### src/rtl/can_msg_fifo.sv
// First-word-fall-through FIFO for CAN frame words with sticky overflow/underflow
// flags, a saturating drop counter and synchronous flush.
module can_msg_fifo #(
   parameter int DATA_WIDTH = 128,
   parameter int MEM_DEPTH  = 4,
   parameter int AFULL_LVL  = MEM_DEPTH - 1,
   parameter int AEMPTY_LVL = 1
) (
   input  logic                         i_sys_clk,
   input  logic                         i_reset_n,
   input  logic                         i_flush,
   input  logic                         i_err_clr,
   input  logic                         i_w_en,
   input  logic [DATA_WIDTH-1:0]        i_w_data,
   input  logic                         i_r_en,
   output logic [DATA_WIDTH-1:0]        o_r_data,
   output logic                         o_full,
   output logic                         o_empty,
   output logic                         o_almost_full,
   output logic                         o_almost_empty,
   output logic [$clog2(MEM_DEPTH):0]   o_count,
   output logic                         o_overflow,
   output logic                         o_underflow,
   output logic [7:0]                   o_drop_cnt
);

   localparam int AW = $clog2(MEM_DEPTH);
   localparam int PW = AW + 1;

   logic [PW-1:0]         w_ptr;
   logic [PW-1:0]         r_ptr;
   logic [DATA_WIDTH-1:0] mem [MEM_DEPTH];

   logic rd_ok;
   logic wr_ok;
   logic ovf_evt;
   logic unf_evt;

   // Handshake: a request is taken on the rising edge when its enable is high and
   // the matching accept (rd_ok / wr_ok) is high; otherwise it is a rejected event.
   // A write into a full FIFO is taken only if a read pops an entry in the same cycle.
   assign o_empty        = (w_ptr == r_ptr);
   assign o_full         = (w_ptr[AW] != r_ptr[AW]) && (w_ptr[AW-1:0] == r_ptr[AW-1:0]);
   assign o_count        = w_ptr - r_ptr;
   assign o_almost_full  = (o_count >= PW'(AFULL_LVL));
   assign o_almost_empty = (o_count <= PW'(AEMPTY_LVL));
   assign o_r_data       = o_empty ? '0 : mem[r_ptr[AW-1:0]];

   assign rd_ok   = i_r_en && !o_empty;
   assign wr_ok   = i_w_en && (!o_full || rd_ok);
   // Flush overrides the cycle's requests, so nothing is rejected either.
   assign ovf_evt = i_w_en && !wr_ok && !i_flush;
   assign unf_evt = i_r_en && !rd_ok && !i_flush;

   always_ff @(posedge i_sys_clk or negedge i_reset_n) begin
      if (!i_reset_n) begin
         w_ptr <= '0;
         r_ptr <= '0;
      end else if (i_flush) begin
         w_ptr <= '0;
         r_ptr <= '0;
      end else begin
         if (wr_ok) w_ptr <= w_ptr + 1'b1;
         if (rd_ok) r_ptr <= r_ptr + 1'b1;
      end
   end

   // Storage is deliberately not reset; stale entries are unreachable behind the pointers.
   always_ff @(posedge i_sys_clk) begin
      if (wr_ok && !i_flush) mem[w_ptr[AW-1:0]] <= i_w_data;
   end

   always_ff @(posedge i_sys_clk or negedge i_reset_n) begin
      if (!i_reset_n) begin
         o_overflow  <= 1'b0;
         o_underflow <= 1'b0;
         o_drop_cnt  <= 8'd0;
      end else begin
         if (ovf_evt)        o_overflow <= 1'b1;
         else if (i_err_clr) o_overflow <= 1'b0;

         if (unf_evt)        o_underflow <= 1'b1;
         else if (i_err_clr) o_underflow <= 1'b0;

         // A clear coinciding with a new drop restarts the count at one.
         if (ovf_evt) begin
            if (i_err_clr)                o_drop_cnt <= 8'd1;
            else if (o_drop_cnt != 8'hFF) o_drop_cnt <= o_drop_cnt + 8'd1;
         end else if (i_err_clr) begin
            o_drop_cnt <= 8'd0;
         end
      end
   end

endmodule

### config.mk
export PLATFORM = sky130hd
export DESIGN_NAME = can_msg_fifo
export DESIGN_NICKNAME = d
export VERILOG_FILES = /design/src/rtl/can_msg_fifo.sv
export SDC_FILE = /design/constraint.sdc
export NUM_CORES = 1
export LEC_CHECK = 0
export CAP_MARGIN = 20
export CORE_MARGIN = 5
export CORE_UTILIZATION = 50
export DETAILED_ROUTE_END_ITERATION = 12
export PLACE_DENSITY = 0.74
export REMOVE_ABC_BUFFERS = 1
export SYNTH_ARGS = -nofsm -noshare
export SYNTH_HDL_FRONTEND = slang
export SYNTH_SLANG_ARGS = --single-unit
### constraint.sdc
create_clock -name i_sys_clk -period 7.4 [get_ports i_sys_clk]
set_input_delay 0.74 -clock i_sys_clk [delete_from_list [all_inputs] [get_ports i_sys_clk]]
set_output_delay 0.74 -clock i_sys_clk [all_outputs]
set_load 0.02 [all_outputs]
==> run metrics, run 1 <==
Power, Total 7.94 mW; wire length per cell 23.3 um; GRT Util Overall 18.6%; Layout area overhead 25.4%; # H-tree levels 2; final wirelength 41600 um; Pre-Repair DR Iteration Count 5; RSZ-0062 raised after global routing false; vias per cell 5.51; ys async rst share 3.03%; GPL Wtd Cong 0.740; Pwr per Cell Area 313 nW/um^2; Min Clock Period, post-route 4550 ps; FMAX 220 MHz; Die Span Y 211 um; first-pass GRT wire length 63000 um; worst setup margin 2850 ps; register area share after synthesis 78.0%; number of global-route vias before repair 10272; HPWL Detailed 24400 um; layout cell share with drive strength beyond 1 17.6%; Setup WS pre-CTS 3140 ps; Root Buffer clkbuf_16; drt drc 0; Worst EP arrival 3810 ps; Final Setup Violations 0; maximum clock insertion buffer count 3; crit end category output port; HP Class reg2reg; final worst path period share 61.6%; nets 1356; Core Region 39900 um^2; Hold Vio Cnt, Final 0; Final Non-Filler Cells 1784; Final Slew Violations 0; EDFF count, synth 512; Hold Slack 497 ps; syn_area_per_cell 22.1 um^2; Clk Latency, worst-skew pair 580 ps; Clock Sinks 528; DRT iter0 DRCs 605; Worst EP required 6660 ps; Final Util 63.5%; DRT antenna net count 0; clock skew 9.87 ps; status complete, no violations; Setup crit start kind flop; Die ar. 44600 um^2; Critical Path, Cell by Cell buf_16 > buf_4 > mux4_2 > nor2b_1 > clkdlybuf4s50_1; hold-fix buffers at CTS 0; Starting Density 50.7%; top fanout value on the critical path 46; CTS tree built; DIE WIDTH 211 um; flop and latch count out of synthesis 528; slowest cell delay on critical path 760 ps; Synth Warn # 0; initial antenna violation count 5; Slew HR 30.6%; slowest CP cell buf_4; num ports 279; Main synth FF type edfxtp_1; CTS clk-pin slew, worst paths 60 ps; cell area after synthesis 20200 um^2; Rows 73; Max-Cap Viols 0; Max VDD drop 0.217 mV; cts repair resizes 0; Leak 7.99 nW; Crit Path Class reg2out; CTS buffer count 53; Yosys cell types 31; Synth Instances 913; Least-Margin Pin Slew 1040 ps; Via Count 9831; IO Port Bufs 278; Post-CTS Setup Bufs 0; Bufs and invs on worst path 3; Top delay family on crit path buffers and inverters; largest net degree at the start of global routing 131; GRT Residual Overflow 0; placed cells 1682
==> worst register-to-register path: cells and delay by family (launching register included) <==
| kind | cells | cell delay (ps) |
|---|---|---|
| fa+ha+maj | 1 | 300 |
| compound gates | 1 | 180 |
| buf+inv | 2 | 830 |
| simple gates | 3 | 1350 |
| flops | 1 | 700 |
==> where the power goes <==
group | total (mW) | switching, mW | internal (mW)
registers | 3.42 | 0.0463 | 3.37
logic | 1.91 | 0.985 | 0.923
clock network | 2.61 | 1.07 | 1.54
==> area by class of cell <==
class	instances	area [um^2]
Clock buffer	71	1440
Tap cell	525	657
Antenna cell	1	2.50
Multi-Input combinational cell	329	4230
Inverter	10	37.5
Sequential cell	528	15800
Fill cell	2694	14600
Timing Repair Buffer	291	2930
Clock inverter	29	275
==> cell usage after synthesis, types with 2 or more instances <==
library cell,instances,area (um^2)
o311ai_1,3,26.3
or4_1,5,37.5
nand3_1,3,15.0
and2_1,4,25.0
o21ai_1,3,15.0
nand2_1,4,15.0
buf_1,2,7.51
inv_1,10,37.5
buf_2,13,65.1
o211ai_1,2,15.0
dfrtp_1,16,400
mux2i_1,2,20.0
nor2_1,11,41.3
xnor2_1,3,26.3
mux4_2,128,2880
a21oi_1,5,25.0
o41ai_1,3,26.3
xor2_1,4,35.0
clkbuf_1,31,116
nor2b_1,129,807
o31ai_1,4,30.0
edfxtp_1,512,15400
ha_1,8,100
==> routing by layer <==
metal  up-vias  wire length, um  track usage (%)
met5         -               66                0
met4         8             1120             5.95
met3        83             3180             4.92
met2       323            20000             29.0
met1      5080            17300             26.1
li1       4337                -                -
==> through the flow <==
stage | setup TNS [ps] | cell area, um^2
4_1_cts | 0 | 25300
5_1_grt | 0 | 25400
3_5_place_dp | 0 | 23600
2_1_floorplan | -1569870 | 20000
3_3_place_gp | 0 | 23600
6_report | 0 | 25400
==> kinds of logic (layout without fill, tap and decap cells) <==
kind of cell,count (synthesis),in the layout,share of synthesized area (%)
xor gates and xnor gates,7,7,0.303
muxes,130,130,14.4
and+or+nand+nor,159,159,4.75
buffers and inverters,56,401,1.12
AOI/OAI and AO/OA,24,24,0.854
DFF,528,528,78.0
adders and majority gates,9,9,0.594
other,0,1,0
==> state kept, by name, indices dropped and copies added (netlist names) <==
name and count:
o_overflow 1, o_drop_cnt 8, o_underflow 1, r_ptr 3
w_ptr 3, mem 512
==> placed cells by master (no fill, tap or decap), types with 2 or more instances in the layout <==
cell type and instances:
edfxtp_1 512, clkdlybuf4s50_1 278, nor2b_1 129, mux4_2 128, clkbuf_16 55, clkbuf_1 16
dfrtp_1 14, clkinv_1 11, inv_1 10, nor2_1 10, buf_4 10, ha_1 8
clkinv_2 8, or4_1 5, a21oi_1 5, bufinv_16 5, xor2_1 4, nand2_1 4
o31ai_1 4, and2_4 4, xnor2_1 3, nand3_1 3, o21ai_1 3, o311ai_1 3
o41ai_1 3, clkinv_4 3, o211ai_1 2, mux2i_1 2, inv_6 2, buf_12 2
dfrtp_4 2
==> path summary, 6_finish.rpt <==
path / startpoint / slack [ps] / end / cells past startpoint
max reg2reg: r_ptr[1]$_DFFE_PN0P_ / 3640 / mem[1][31]$_DFFE_PP_ / 7
max in group asynchronous: i_reset_n / 6220 / r_ptr[0]$_DFFE_PN0P_ / 1
max: r_ptr[0]$_DFFE_PN0P_ / 2850 / o_r_data[14] / 5
min reg2reg: o_underflow$_DFFE_PN0P_ / 500 / o_underflow$_DFFE_PN0P_ / 1
min: o_underflow$_DFFE_PN0P_ / 500 / o_underflow$_DFFE_PN0P_ / 1
min in group asynchronous: i_reset_n / 620 / o_drop_cnt[5]$_DFFE_PN0P_ / 1
Note: power is estimated with default switching activity, not from simulation.
==> run 2, diff against run 1 <==
- clock period: 7.4 -> 4.2 ns (I/O delays scaled with it)
==> run metrics, run 2 (synthesis gave the netlist of run 1 again) <==
status complete, no violations; Post-CTS Setup Bufs 0; FMAX 273 MHz; cts repair resizes 0; Crit Path Class reg2out; crit end category output port; placed cells 1683; top fanout value on the critical path 40; most common cell after layout, fill and taps aside edfxtp_1; Top delay family on crit path buffers and inverters; slowest cell delay on critical path 720 ps; Pwr per Cell Area 547 nW/um^2; Min Clock Period, post-route 3670 ps; critical path depth in cells 4; CTS clk-pin slew, worst paths 60 ps; clock skew 17.4 ps; # H-tree levels 2; Worst EP arrival 3250 ps; CTS buffer count 52; final worst path period share 87.4%; flop2flop setup slack 1160 ps; Die ar. 44600 um^2; Clk Latency, worst-skew pair 580 ps; Hold Slack 288 ps; Layout area overhead 25.7%; Rows 73; maximum clock insertion buffer count 3; DIE WIDTH 211 um; Setup crit start kind flop; slowest CP cell buf_4; layout cell share with drive strength beyond 1 17.8%; most frequent cells in the layout edfxtp_1 (512), clkdlybuf4s50_1 (278), nor2b_1 (129); Slew HR 43.7%; FF-to-FF Start r_ptr[0]$_DFFE_PN0P_; Critical Path, Cell by Cell buf_4 > mux4_2 > nor2b_1 > clkdlybuf4s50_1; vias per cell 5.49; Root Buffer clkbuf_16; GPL Wtd Cong 0.753; Final Non-Filler Cells 1781; r2r endpoint mem[3][61]$_DFFE_PP_; Power, Total 13.9 mW; GRT Residual Overflow 0; RSZ-0062 raised after global routing false; hold-fix buffers at CTS 0; number of fill cells in the layout 2689; number of global-route vias before repair 10307; GRT Util Overall 18.4%; Final Slew Violations 0; Max VDD drop 0.394 mV; Seq. cell area 15800 um^2; IO Port Bufs 278; CTS tree built; final wirelength 41200 um; nets 1355; drt drc 0; Clock Sinks 528; Final Util 63.7%; Placed Area 23700 um^2; Final Setup Violations 0; DRT iter0 DRCs 598; initial antenna violation count 8; Core Region 39900 um^2; HPWL Detailed 24200 um; Via Count 9784; Least-Margin Pin Slew 845 ps; largest net degree at the start of global routing 131; DRT antenna net count 0; Worst EP required 3780 ps; Pre-Repair DR Iteration Count 5; Starting Density 50.7%; Hold Vio Cnt, Final 0; first-pass GRT wire length 62600 um; max reg flops 512; Leak 7.99 nW; Max-Cap Viols 0; HP Class in2async; wire length per cell 23.1 um; Reg2Reg Depth 6; Bufs and invs on worst path 2; Finished Cell Area 25400 um^2; Die Span Y 211 um; Multi-input gate area 4230 um^2; num ports 279
-- run 2: stage by stage --
step	TNS, ps	worst slack (ps)
after floorplan	-3631930	-6480
after global placement	0	1070
after detailed placement	0	1100
after CTS	0	446
after global routing	0	328
final	0	531
-- run 2: per-layer routing --
| metal | global-route usage, % | wire length (um) | vias to the layer above | part of all wire, % |
|---|---|---|---|---|
| met3 | 6.06 | 3310 | 65 | 8.0 |
| met5 | 0 | 102 | - | 0.25 |
| met4 | 5.03 | 715 | 14 | 1.7 |
| li1 | - | - | 4337 | - |
| met1 | 23.9 | 16300 | 5087 | 39 |
| met2 | 30.2 | 20800 | 281 | 51 |
-- run 2: worst max-delay path by stage --
stage,startpoint,to
6_report,r_ptr[0]$_DFFE_PN0P_,o_r_data[40]
5_1_grt,r_ptr[0]$_DFFE_PN0P_,o_r_data[40]
2_1_floorplan,r_ptr[0]$_DFFE_PN0P_,o_r_data[0]
4_1_cts,r_ptr[0]$_DFFE_PN0P_,o_r_data[40]
3_5_place_dp,r_ptr[0]$_DFFE_PN0P_,o_r_data[38]
3_3_place_gp,r_ptr[0]$_DFFE_PN0P_,o_r_data[115]
-- run 2: where the power goes --
| part | internal, mW | switching, mW | total [mW] |
|---|---|---|---|
| logic | 1.63 | 1.76 | 3.39 |
| registers | 5.94 | 0.0530 | 5.99 |
| clock network | 2.66 | 1.85 | 4.51 |
| total | 10.2 | 3.67 | 13.9 |
-- run 2: layout make-up --
class | count | area share [%]
well taps | 525 | 2.58
inverters | 10 | 0.148
multi-input cells | 329 | 16.7
clock buffers | 57 | 5.28
flip-flops and latches | 528 | 62.1
repair buffers | 291 | 11.9
clock inverters | 37 | 1.30
diodes | 4 | 0.0394
